==> src/rtl/mc_sequencer.sv <==
// Multi-cycle Moore control sequencer for the Gforce MIPS datapath (R-type, lw, sw, beq).
// Optional retired-instruction counter is built only when GFORCE_SEQ_RETIRE_CNT_EN is defined.
module mc_sequencer #(
   parameter int MEM_LAT = 1,
   parameter int CNT_W   = 16
) (
   input  logic             clock,
   input  logic             reset,
   input  logic [31:0]      instrword,
   input  logic             instr_valid,
   output logic             instr_ready,
   output logic             ir_write,
   output logic             reg_dst,
   output logic             alu_src,
   output logic [1:0]       alu_op,
   output logic             mem_read,
   output logic             mem_write,
   output logic             mem_to_reg,
   output logic             reg_write,
   output logic             branch,
   output logic             done,
   output logic             illegal,
   output logic [CNT_W-1:0] retired_cnt
);

   // Handshake: a word transfers on a posedge where instr_valid & instr_ready;
   // the source holds instrword while instr_ready is low.

   localparam logic [3:0] S_IDLE     = 4'd0;
   localparam logic [3:0] S_DECODE   = 4'd1;
   localparam logic [3:0] S_RTYPE_EX = 4'd2;
   localparam logic [3:0] S_RTYPE_WB = 4'd3;
   localparam logic [3:0] S_MEMADR   = 4'd4;
   localparam logic [3:0] S_MEMRD    = 4'd5;
   localparam logic [3:0] S_MEMWB    = 4'd6;
   localparam logic [3:0] S_MEMWR    = 4'd7;
   localparam logic [3:0] S_BEQ_EX   = 4'd8;

   localparam logic [5:0] OP_RTYPE = 6'd0;
   localparam logic [5:0] OP_BEQ   = 6'd4;
   localparam logic [5:0] OP_LW    = 6'd35;
   localparam logic [5:0] OP_SW    = 6'd43;

   localparam logic [3:0] LAT_LOAD = 4'(MEM_LAT - 1);

   logic [3:0] state;
   logic [3:0] state_nxt;
   logic [3:0] wait_cnt;
   logic [5:0] op_q;
   logic       accept;
   logic       unused_instr_bits;

   // Only the opcode field drives sequencing; the rest feeds the datapath directly.
   assign unused_instr_bits = ^instrword[25:0];

   assign instr_ready = !reset && (state == S_IDLE);
   assign accept      = instr_valid && instr_ready;
   assign ir_write    = accept;

   always_comb begin
      state_nxt = state;
      case (state)
         S_IDLE:     if (accept) state_nxt = S_DECODE;
         S_DECODE: begin
            case (op_q)
               OP_RTYPE:     state_nxt = S_RTYPE_EX;
               OP_LW, OP_SW: state_nxt = S_MEMADR;
               OP_BEQ:       state_nxt = S_BEQ_EX;
               default:      state_nxt = S_IDLE;
            endcase
         end
         S_RTYPE_EX: state_nxt = S_RTYPE_WB;
         S_RTYPE_WB: state_nxt = S_IDLE;
         S_MEMADR:   state_nxt = (op_q == OP_LW) ? S_MEMRD : S_MEMWR;
         S_MEMRD:    if (wait_cnt == 4'd0) state_nxt = S_MEMWB;
         S_MEMWB:    state_nxt = S_IDLE;
         S_MEMWR:    if (wait_cnt == 4'd0) state_nxt = S_IDLE;
         S_BEQ_EX:   state_nxt = S_IDLE;
         default:    state_nxt = S_IDLE;
      endcase
   end

   always_ff @(posedge clock) begin
      if (reset) begin
         state    <= S_IDLE;
         wait_cnt <= 4'd0;
         op_q     <= 6'd0;
      end else begin
         state <= state_nxt;
         if (accept) op_q <= instrword[31:26];
         // Counter is preloaded while in MEMADR so the memory state starts with it valid.
         if (state == S_MEMADR)
            wait_cnt <= LAT_LOAD;
         else if (((state == S_MEMRD) || (state == S_MEMWR)) && (wait_cnt != 4'd0))
            wait_cnt <= wait_cnt - 4'd1;
      end
   end

   logic       dec_reg_dst;
   logic       dec_alu_src;
   logic [1:0] dec_alu_op;
   logic       dec_mem_read;
   logic       dec_mem_write;
   logic       dec_mem_to_reg;
   logic       dec_reg_write;
   logic       dec_branch;
   logic       dec_done;
   logic       dec_illegal;

   always_comb begin
      dec_reg_dst    = 1'b0;
      dec_alu_src    = 1'b0;
      dec_alu_op     = 2'b00;
      dec_mem_read   = 1'b0;
      dec_mem_write  = 1'b0;
      dec_mem_to_reg = 1'b0;
      dec_reg_write  = 1'b0;
      dec_branch     = 1'b0;
      dec_done       = 1'b0;
      dec_illegal    = 1'b0;
      case (state)
         S_DECODE: begin
            dec_illegal = (op_q != OP_RTYPE) && (op_q != OP_LW) &&
                          (op_q != OP_SW) && (op_q != OP_BEQ);
         end
         S_RTYPE_EX: begin
            dec_reg_dst = 1'b1;
            dec_alu_op  = 2'b10;
         end
         S_RTYPE_WB: begin
            dec_reg_dst   = 1'b1;
            dec_alu_op    = 2'b10;
            dec_reg_write = 1'b1;
            dec_done      = 1'b1;
         end
         S_MEMADR: dec_alu_src = 1'b1;
         S_MEMRD: begin
            dec_alu_src  = 1'b1;
            dec_mem_read = 1'b1;
         end
         S_MEMWB: begin
            dec_mem_to_reg = 1'b1;
            dec_reg_write  = 1'b1;
            dec_done       = 1'b1;
         end
         S_MEMWR: begin
            dec_alu_src   = 1'b1;
            dec_mem_write = 1'b1;
            dec_done      = (wait_cnt == 4'd0);
         end
         S_BEQ_EX: begin
            dec_alu_op = 2'b01;
            dec_branch = 1'b1;
            dec_done   = 1'b1;
         end
         default: ;
      endcase
   end

   // Reset blanks every strobe combinationally, independent of the registered state.
   assign reg_dst    = !reset && dec_reg_dst;
   assign alu_src    = !reset && dec_alu_src;
   assign alu_op     = reset ? 2'b00 : dec_alu_op;
   assign mem_read   = !reset && dec_mem_read;
   assign mem_write  = !reset && dec_mem_write;
   assign mem_to_reg = !reset && dec_mem_to_reg;
   assign reg_write  = !reset && dec_reg_write;
   assign branch     = !reset && dec_branch;
   assign done       = !reset && dec_done;
   assign illegal    = !reset && dec_illegal;

`ifdef GFORCE_SEQ_RETIRE_CNT_EN
   logic [CNT_W-1:0] cnt_q;

   always_ff @(posedge clock) begin
      if (reset)
         cnt_q <= '0;
      else if (done && !(&cnt_q))
         cnt_q <= cnt_q + 1'b1;
   end

   assign retired_cnt = reset ? '0 : cnt_q;
`else
   assign retired_cnt = '0;
`endif

endmodule
==> config.mk <==
export PLATFORM = sky130hd
export DESIGN_NAME = mc_sequencer
export DESIGN_NICKNAME = d
export VERILOG_FILES = /design/src/rtl/mc_sequencer.sv
export SDC_FILE = /design/constraint.sdc
export NUM_CORES = 1
export LEC_CHECK = 0
export BUFFER_PORTS_ARGS = -buffer_cell sky130_fd_sc_hd__clkbuf_2
export CAP_MARGIN = 10
export CORE_MARGIN = 2
export CORE_UTILIZATION = 40
export CTS_CLUSTER_DIAMETER = 80
export CTS_CLUSTER_SIZE = 30
export DETAILED_ROUTE_END_ITERATION = 7
export PLACE_DENSITY = 0.86
export SLEW_MARGIN = 30
export SYNTH_ARGS = -nofsm -noshare
export SYNTH_HDL_FRONTEND = slang
export SYNTH_SLANG_ARGS = --single-unit
==> constraint.sdc <==
create_clock -name clock -period 2.35 [get_ports clock]
set_clock_uncertainty 0.2 [all_clocks]
set_input_delay 0 -clock clock [delete_from_list [all_inputs] [get_ports clock]]
set_output_delay 0 -clock clock [all_outputs]
set_load 0.03 [all_outputs]
Word level (Yosys, flattened, before mapping)
Index checks and enable logic that the tools add are counted. Widths: inputs -> output; s select.

$add $sub $neg: 1. Equality and inequality tests: 17. Mux-type cells: 17. Reduce and logical (&&, ||, !) cells: 29.

Operators by type and width (count): $pmux 4 s6 (1); $eq 4x3->1 const B (4); $logic_and 1x1->1 (15); $eq 6x6->1 const B (2); $mux 4 (3); $ne 6x6->1 const B (2); $pmux 4 s3 (1); $eq 4x2->1 const B (2); $logic_not 4->1 (2); $mux 1 (8); $reduce_or 2->1 (4); $eq 6x3->1 const B (1); $logic_not 6->1 (1); $ne 2x2->1 const B (3); $ne 6x3->1 const B (1); $reduce_bool 6->1 (1); $reduce_or 3->1 (2); $eq 4x1->1 const B (1); $eq 4x4->1 const B (1); $mux 2 (2); $pmux 2 s2 (1); $reduce_bool 4->1 (1); $sub 4x1->4 const B (1); $reduce_and 3->1 (1); other kinds (3) (3).

Register bits: 14. Output and inout bits: 29. Logic and storage cells: 67.

Longest topological paths before layout
Gate-level depths: netlist (run 1).

Depth in word-level cells: 6. Depth in mapped cells: 6. Depth with buffers taken out: 6.

Worst setup path after synthesis (run 1)
Ideal clock, no wire load.

Path type: flip-flop to output port. Start: register state[3]. End: output port illegal. Arrival time: 1.757 ns. Data required time: 2.150 ns. Path slack: 0.393 ns. Stages on the path, launching flop included: 3. Buffers on the path: 0. Path through: dfxtp_1 -> or3_4 -> nor4_1.

Word-level cells in the longest chain between the ends: 3.

Ends and longest elaborated chain: start, declared (RTL line 46) `logic [3:0] state;`; start signal, assigned (RTL line 89) `state <= state_nxt;`; $eq 4x1->1 (RTL line 121) `case (state)`; $mux 1 (RTL line 121); $logic_and 1x1->1 (RTL line 170) `assign illegal = !reset && dec_illegal;`; end, declared (RTL line 22) `output logic illegal,`.

No other way between the ends.

Final worst setup path (run 1)
Start: register state[1]. End: output port ir_write.

Word-level cells in the longest chain between the ends: 3.

Ends and longest elaborated chain: $logic_not 4->1 (RTL line 56) `assign instr_ready = !reset && (state == S_IDLE);`; $logic_and 1x1->1 (RTL line 56); $logic_and 1x1->1 (RTL line 57) `assign accept = instr_valid && instr_ready;`; end, declared (RTL line 12) `output logic ir_write,`.

No other way between the ends.

==> qor.csv, run 1 <==
stage;metric;value;unit
sta;setup TNS;0;ns
critical_path;RR Startpoint;state[0];
status;outcome;completed;
critical_path;Crit Path Max Fanout;11;
logic_synthesis;Netlist cell types;34;
sta;period utilization;0.8299;
critical_path;critical-path cell list;or3_4 -> nor3_4 -> nand2_4 -> inv_1 -> clkbuf_2;
logic_synthesis;Cells after Synth;114;
cells_and_area;most common cell after layout, fill and taps aside;clkbuf_2;
logic_synthesis;post-synthesis sequential area ratio;0.2924;
logic_synthesis;yosys synthesis warning count;0;
cells_and_area;Multi-input gate area;584.3;µm²
detailed_routing;met1 WL;866;µm
power;Sequential Power Share;0.462;
critical_path;class of the most critical setup path;flip-flop to output pin;
critical_path;Critical Path Max Stage Delay;0.46;ns
detailed_routing;DR top layer;met4;
detailed_routing;post-route ant nets;0;
floorplanning;die height;52.95;µm
global_route;first-pass GRT wire length;3056;µm
sta;final hold slack;0.2730;ns
global_route;largest net degree at the start of global routing;12;
critical_path;CP required;2.15;ns
detailed_routing;metal3 WL;119;µm
clock_tree;htree depth;1;
sta;endpoints failing setup;0;
cells_and_area;Seq. cell area;280.3;µm²
critical_path;Slowest-stage cell, CP;or3_4;
critical_path;crit path capture type;output pin;
cells_and_area;most frequent cells in the layout;clkbuf_2 (21), nor2_1 (20), conb_1 (16), dfxtp_1 (14), dlygate4sd3_1 (8);
detailed_routing;met2 WL post-DR;874;µm
clock_tree;Clock Root Buffer;clkbuf_4;
global_route;GR Util All Layers;0.1553;
global_route;grt ovf;0;
critical_path;worst reg-to-reg path cell count;4;
detailed_routing;WL final;1934;µm
floorplanning;FP Rows;17;
global_route;initial antenna violation count;0;
detailed_routing;First-pass DRT Iterations;4;
critical_path;RR Endpoint;state[2];
place;HPWL Detailed;1370;µm
floorplanning;io pins;64;
detailed_routing;Initial DRC Count;15;
sta;max-slew violations;0;
critical_path;Critical Path AT;1.75;ns
place;number of port buffers;21;
job;max cap viols;0;
sta;Fin. Hold Viols;0;
power;switching share of power;0.3080;
cells_and_area;P&R area growth vs syn;18.93;%
clock_tree;Reg clk slew, reported paths;0.09;ns
cells_and_area;layout cell share with drive strength beyond 1;0.2746;
cells_and_area;antenna cell count;0;
power;peak supply drop;0.0002470;V
critical_path;CP Launch Type;flip-flop;
power;P_sw;176.0;µW
detailed_routing;DRC Markers;0;
logic_synthesis;Post-Synthesis Cell Area;958.4;µm²
floorplanning;core region area;2233;µm²
logic_synthesis;Seq cells post-synth;14;
floorplanning;Die Area;2804;µm²
hold_path;Hold Path Stages;3;
floorplanning;die width;52.95;µm
clock_tree;Worst-Skew Late Latency;0.28;ns
power;pwr dens;501.3;nW/µm²
clock_tree;CTS tree;done;
cells_and_area;fillers;212;
detailed_routing;Vias/cell;4.900;
place;RD Place Congestion;0.8516;
power;Clk pwr share;0.305;
power;Final Power;571.4;µW
detailed_routing;DR WL/cell;11.38;µm
floorplanning;Initial Utilization;0.4291;
sta;RSZ-0062 raised after global routing;false;
sta;fmax;512.7;MHz
clock_tree;Num Clock Sinks;14;
power;leakage power;0.5507;nW
critical_path;FF-to-FF setup slack;0.49;ns
clock_tree;post-CTS setup-driven buffer insertion count;0;
sta;post-layout min period;1.950;ns
cells_and_area;NumNets Final;180;
power;Pint;395.4;µW
logic_synthesis;syn avg cell area;8.407;µm²
clock_tree;Num CTS Buffers;3;
detailed_routing;via count;833;
global_route;vias in the first global route;712;
hold_path;hold wc startpoint;instrword[29];
hold_path;Worst Hold Endpoint;op_q[3];
hold_path;Min-Delay Path Class;input pin to flip-flop;
clock_tree;clock buffer depth;2;
power;combinational share of power;0.233;
sequential cells by signal, indices dropped and copies added, names as in the netlist:
name,count
op_q,6
state,4
wait_cnt,4
stage by stage:
| step | util | instances | worst slack, ns | area (µm²) |
|---|---|---|---|---|
| 4_1_cts | 0.5081 | 170 | 0.1685 | 1135 |
| 2_1_floorplan | - | 129 | 0.3931 | 1015 |
| 5_1_grt | 0.5104 | 170 | 0.2577 | 1140 |
| 6_report | 0.5104 | 170 | 0.3996 | 1140 |
| 3_5_place_dp | 0.4560 | 158 | 0.5101 | 1018 |
| 3_3_place_gp | 0.4560 | 158 | 0.5428 | 1018 |
area by class of cell:
type | instances | area share
multi-input cells | 91 | 0.5126
flip-flops and latches | 14 | 0.2459
repair buffers | 30 | 0.1690
clock buffers | 4 | 0.03183
well taps | 28 | 0.03074
inverters | 3 | 0.009879
routing by layer:
layer	GRT usage	vias up
met2	0.2333	40
met5	0	-
met4	0.1325	0
li1	-	411
met1	0.1958	373
met3	0.01695	9
critical path: cells and delay by family, from the launching register on:
| kind | cells | cell delay (ns) |
|---|---|---|
| buffers and inverters | 2 | 0.26 |
| AND/OR/NAND/NOR | 3 | 0.79 |
| flip-flops | 1 | 0.42 |
synthesized netlist by cell type, drive strengths merged:
cell	count	area (µm²)
nor3b	2	15.01
dfxtp	14	280.3
and3	4	26.28
nand2b	4	25.02
a21oi	3	15.01
nor2	20	75.07
nand2	5	26.27
clkbuf	3	11.26
a21o	1	7.510
o22ai	2	12.51
nor2b	7	43.79
or3	3	25.03
xnor2	3	26.28
inv	3	11.26
or4	1	7.510
mux2	6	90.09
nand3	1	5.000
mux2i	1	10.01
a211oi	1	7.510
ha	2	25.02
nor4	2	12.51
nor3	3	26.28
a41oi	1	8.760
conb	1	3.750
a31o	1	8.760
buf	18	132.6
nor4b	1	8.760
o2111a	1	11.26
cell families (layout without fill, tap and decap cells):
| kind of cell | after synthesis | in the layout | synth area share |
|---|---|---|---|
| AND/OR/NAND/NOR | 53 | 53 | 0.3094 |
| buffers and inverters | 24 | 37 | 0.1619 |
| flip-flops | 14 | 14 | 0.2924 |
| AO/OA/AOI/OAI | 10 | 10 | 0.07441 |
| multiplexers | 7 | 7 | 0.1044 |
| XOR/XNOR | 3 | 3 | 0.02742 |
| adder cells (fa/ha/maj) | 2 | 2 | 0.02611 |
| other | 1 | 16 | 0.003913 |
how the worst max path moves through the flow:
stage	from	slack, ns	endpoint	depth (start not counted)
6_report	state[1]	0.40	ir_write	5
5_1_grt	wait_cnt[0]	0.26	done	7
4_1_cts	wait_cnt[0]	0.17	done	7
3_5_place_dp	state[0]	0.51	state[2]	4
3_3_place_gp	state[0]	0.54	state[2]	4
2_1_floorplan	state[3]	0.39	illegal	2
power by group through the flow:
stage | Clock [mW] | Combinational (mW) | Sequential [mW]
after floorplan | 0 | 0.129 | 0.261
after detailed placement | 0 | 0.122 | 0.269
after CTS | 0.177 | 0.132 | 0.264
after global routing | 0.191 | 0.144 | 0.268
after global placement | 0 | 0.120 | 0.268
final | 0.174 | 0.133 | 0.264
repair_timing:
| action | CTS | global route |
|---|---|---|
| setup endpoints to repair | 0 | 1 |
| hold buffers | 8 | 0 |
| endpoints found under the hold margin | 11 | 0 |
| gates resized for setup | 0 | 1 |
Note: power is estimated with default switching activity, not from simulation.
==> inputs of run 2 (changes only) <==
- clock period: 2.35 -> 1.8 ns (I/O delays scaled with it)
==> run 2 against run 1 <==
  * The run now ends with negative hold slack, negative setup slack left
  * Wire length rose by 25%
  * Critical path depth rose by 2
  * Via count grew 8.4%
  * Global-route usage grew 2.9 points
  * First-iteration DRC count increased to 3.0 times the previous value
  * Non-clock buffer count is 11 higher
  * Cell area up 12%
  * Largest power group unchanged
  * Highest routed layer unchanged
==> qor.csv, run 2 (synthesis results as in run 1) <==
stage;metric;value;unit
floorplanning;Die Area;2804;µm²
sta;period utilization;1.027;
power;Clk pwr share;0.253;
detailed_routing;via count;903;
clock_tree;Clock Root Buffer;clkbuf_4;
cells_and_area;P&R area growth vs syn;33.55;%
critical_path;crit path capture type;output pin;
critical_path;Bufs and invs on worst path;2;
power;pwr dens;579.4;nW/µm²
detailed_routing;Initial DRC Count;45;
cells_and_area;antenna cell count;0;
sta;endpoints failing setup;1;
global_route;first-pass GRT wire length;3705;µm
detailed_routing;Vias/cell;5.017;
cells_and_area;NumNets Final;191;
clock_tree;Num CTS Buffers;3;
cells_and_area;registers with the most flip-flops;op_q (6), state (4), wait_cnt (4);
job;max cap viols;0;
place;RD Place Congestion;0.8352;
detailed_routing;WL final;2418;µm
critical_path;Critical Path AT;1.65;ns
floorplanning;io pins;64;
floorplanning;Initial Utilization;0.4291;
power;Sequential Power Share;0.455;
power;peak supply drop;0.0003094;V
sta;RSZ-0062 raised after global routing;true;
detailed_routing;First-pass DRT Iterations;4;
detailed_routing;post-route ant nets;0;
detailed_routing;DRC Markers;0;
status;outcome;finished with violations;
power;switching share of power;0.3363;
sta;post-layout min period;1.849;ns
power;leakage power;0.6165;nW
place;number of port buffers;21;
cells_and_area;max reg flops;6;
place;HPWL Detailed;1590;µm
clock_tree;htree depth;1;
critical_path;delay-heaviest family, CP;simple AND/OR/NAND/NOR gates;
floorplanning;core region area;2233;µm²
floorplanning;die width;52.95;µm
clock_tree;clock buffer depth;2;
critical_path;RR Startpoint;wait_cnt[0];
sta;Setup WS post-layout;-0.04920;ns
power;combinational share of power;0.292;
sta;Fin. Hold Viols;1;
critical_path;critical-path cell list;inv_1 -> ha_1 -> nor3b_4 -> nor2_1 -> nor2_2 -> a31o_2 -> clkbuf_8;
floorplanning;FP Rows;17;
hold_path;Min-Delay Path Class;input pin to flip-flop;
global_route;grt ovf;0;
cells_and_area;most frequent cells in the layout;nor2_1 (17), clkbuf_2 (17), conb_1 (16), buf_4 (12), dfxtp_1 (10);
sta;final hold slack;-0.01076;ns
clock_tree;Reg clk slew, reported paths;0.09;ns
sta;max-slew violations;0;
sta;fmax;540.8;MHz
cells_and_area;post-route insts no fill;180;
cells_and_area;layout cell share with drive strength beyond 1;0.3947;
place;Place WS;-0.04502;ns
clock_tree;CTS tree;done;
critical_path;Critical Path Max Stage Delay;0.34;ns
place;dpl cells;163;
global_route;initial antenna violation count;0;
critical_path;Critical path origin;wait_cnt[0];
critical_path;class of the most critical setup path;flip-flop to output pin;
floorplanning;die height;52.95;µm
critical_path;Crit Path Max Fanout;2;
power;P_sw;249.5;µW
power;Pint;492.2;µW
critical_path;CP required;1.60;ns
cells_and_area;most flop-heavy register;op_q;
critical_path;Slowest-stage cell, CP;dfxtp_2;
global_route;GR Util All Layers;0.1840;
detailed_routing;DR WL/cell;13.43;µm
global_route;vias in the first global route;831;
clock_tree;Worst-Skew Late Latency;0.28;ns
global_route;largest net degree at the start of global routing;11;
clock_tree;Num Clock Sinks;14;
status;violated checks;negative hold slack, negative setup slack;
hold_path;hold wc startpoint;reset;
critical_path;CP Launch Type;flip-flop;
## run 2: per-layer routing
metal  track usage  share of wire
met5             0              0
met3       0.03672          0.042
met1        0.1931           0.39
met4       0.06410          0.015
met2        0.3563           0.55
## run 2: stage by stage
step / utilization / hold slack [ns] / area (µm²) / TNS, ns / total power [mW]
finish: 0.5731 / -0.01076 / 1280 / -0.04920 / 0.7417
global route: 0.5731 / 0.006310 / 1280 / -0.3091 / 0.7653
CTS: 0.5602 / -0.002779 / 1251 / -0.1104 / 0.7332
detailed placement: 0.4762 / 0.02956 / 1064 / -0.05445 / 0.5204
global placement: 0.4762 / 0.02811 / 1064 / 0 / 0.5142
floorplan: - / -0.05662 / 1022 / -0.3479 / 0.5103
## run 2: cell type report
class / instances / area, µm²
Sequential cell: 14 / 287.8
Multi-Input combinational cell: 91 / 618.1
Tap cell: 28 / 35.03
Fill cell: 194 / 953.4
Clock buffer: 3 / 22.52
Inverter: 3 / 11.26
Timing Repair Buffer: 41 / 305.3
## run 2: final timing paths
kind              slack, ns  cells past startpoint          end
setup / recovery      -0.05                      7         done
hold / removal        -0.01                      4     state[3]
setup reg to reg       0.03                      7  wait_cnt[2]
hold reg to reg        0.31                      2  wait_cnt[1]
## run 2: power groups by stage
stage	logic [mW]	registers [mW]	clock network [mW]
after floorplan	0.170	0.340	0
after global placement	0.171	0.343	0
after detailed placement	0.176	0.345	0
after CTS	0.209	0.337	0.187
after global routing	0.231	0.338	0.196
final	0.217	0.338	0.187
## run 2: worst register-to-register path, cell delays in order (launching register included)
cell and delay, ns:
dfxtp_2 0.34, inv_1 0.06, ha_1 0.19, nor3b_4 0.15, buf_4 0.15, nor4b_1 0.36
xnor2_1 0.16, nor2_1 0.05
## run 2: repair_timing
| item | CTS | global route |
|---|---|---|
| endpoints found under the hold margin | 9 | 0 |
| endpoints found under the setup margin | 6 | 21 |
| setup buffers | 5 | 1 |
| pin swaps | 3 | 2 |
| resized for setup | 13 | 10 |
| hold buffers | 8 | 0 |
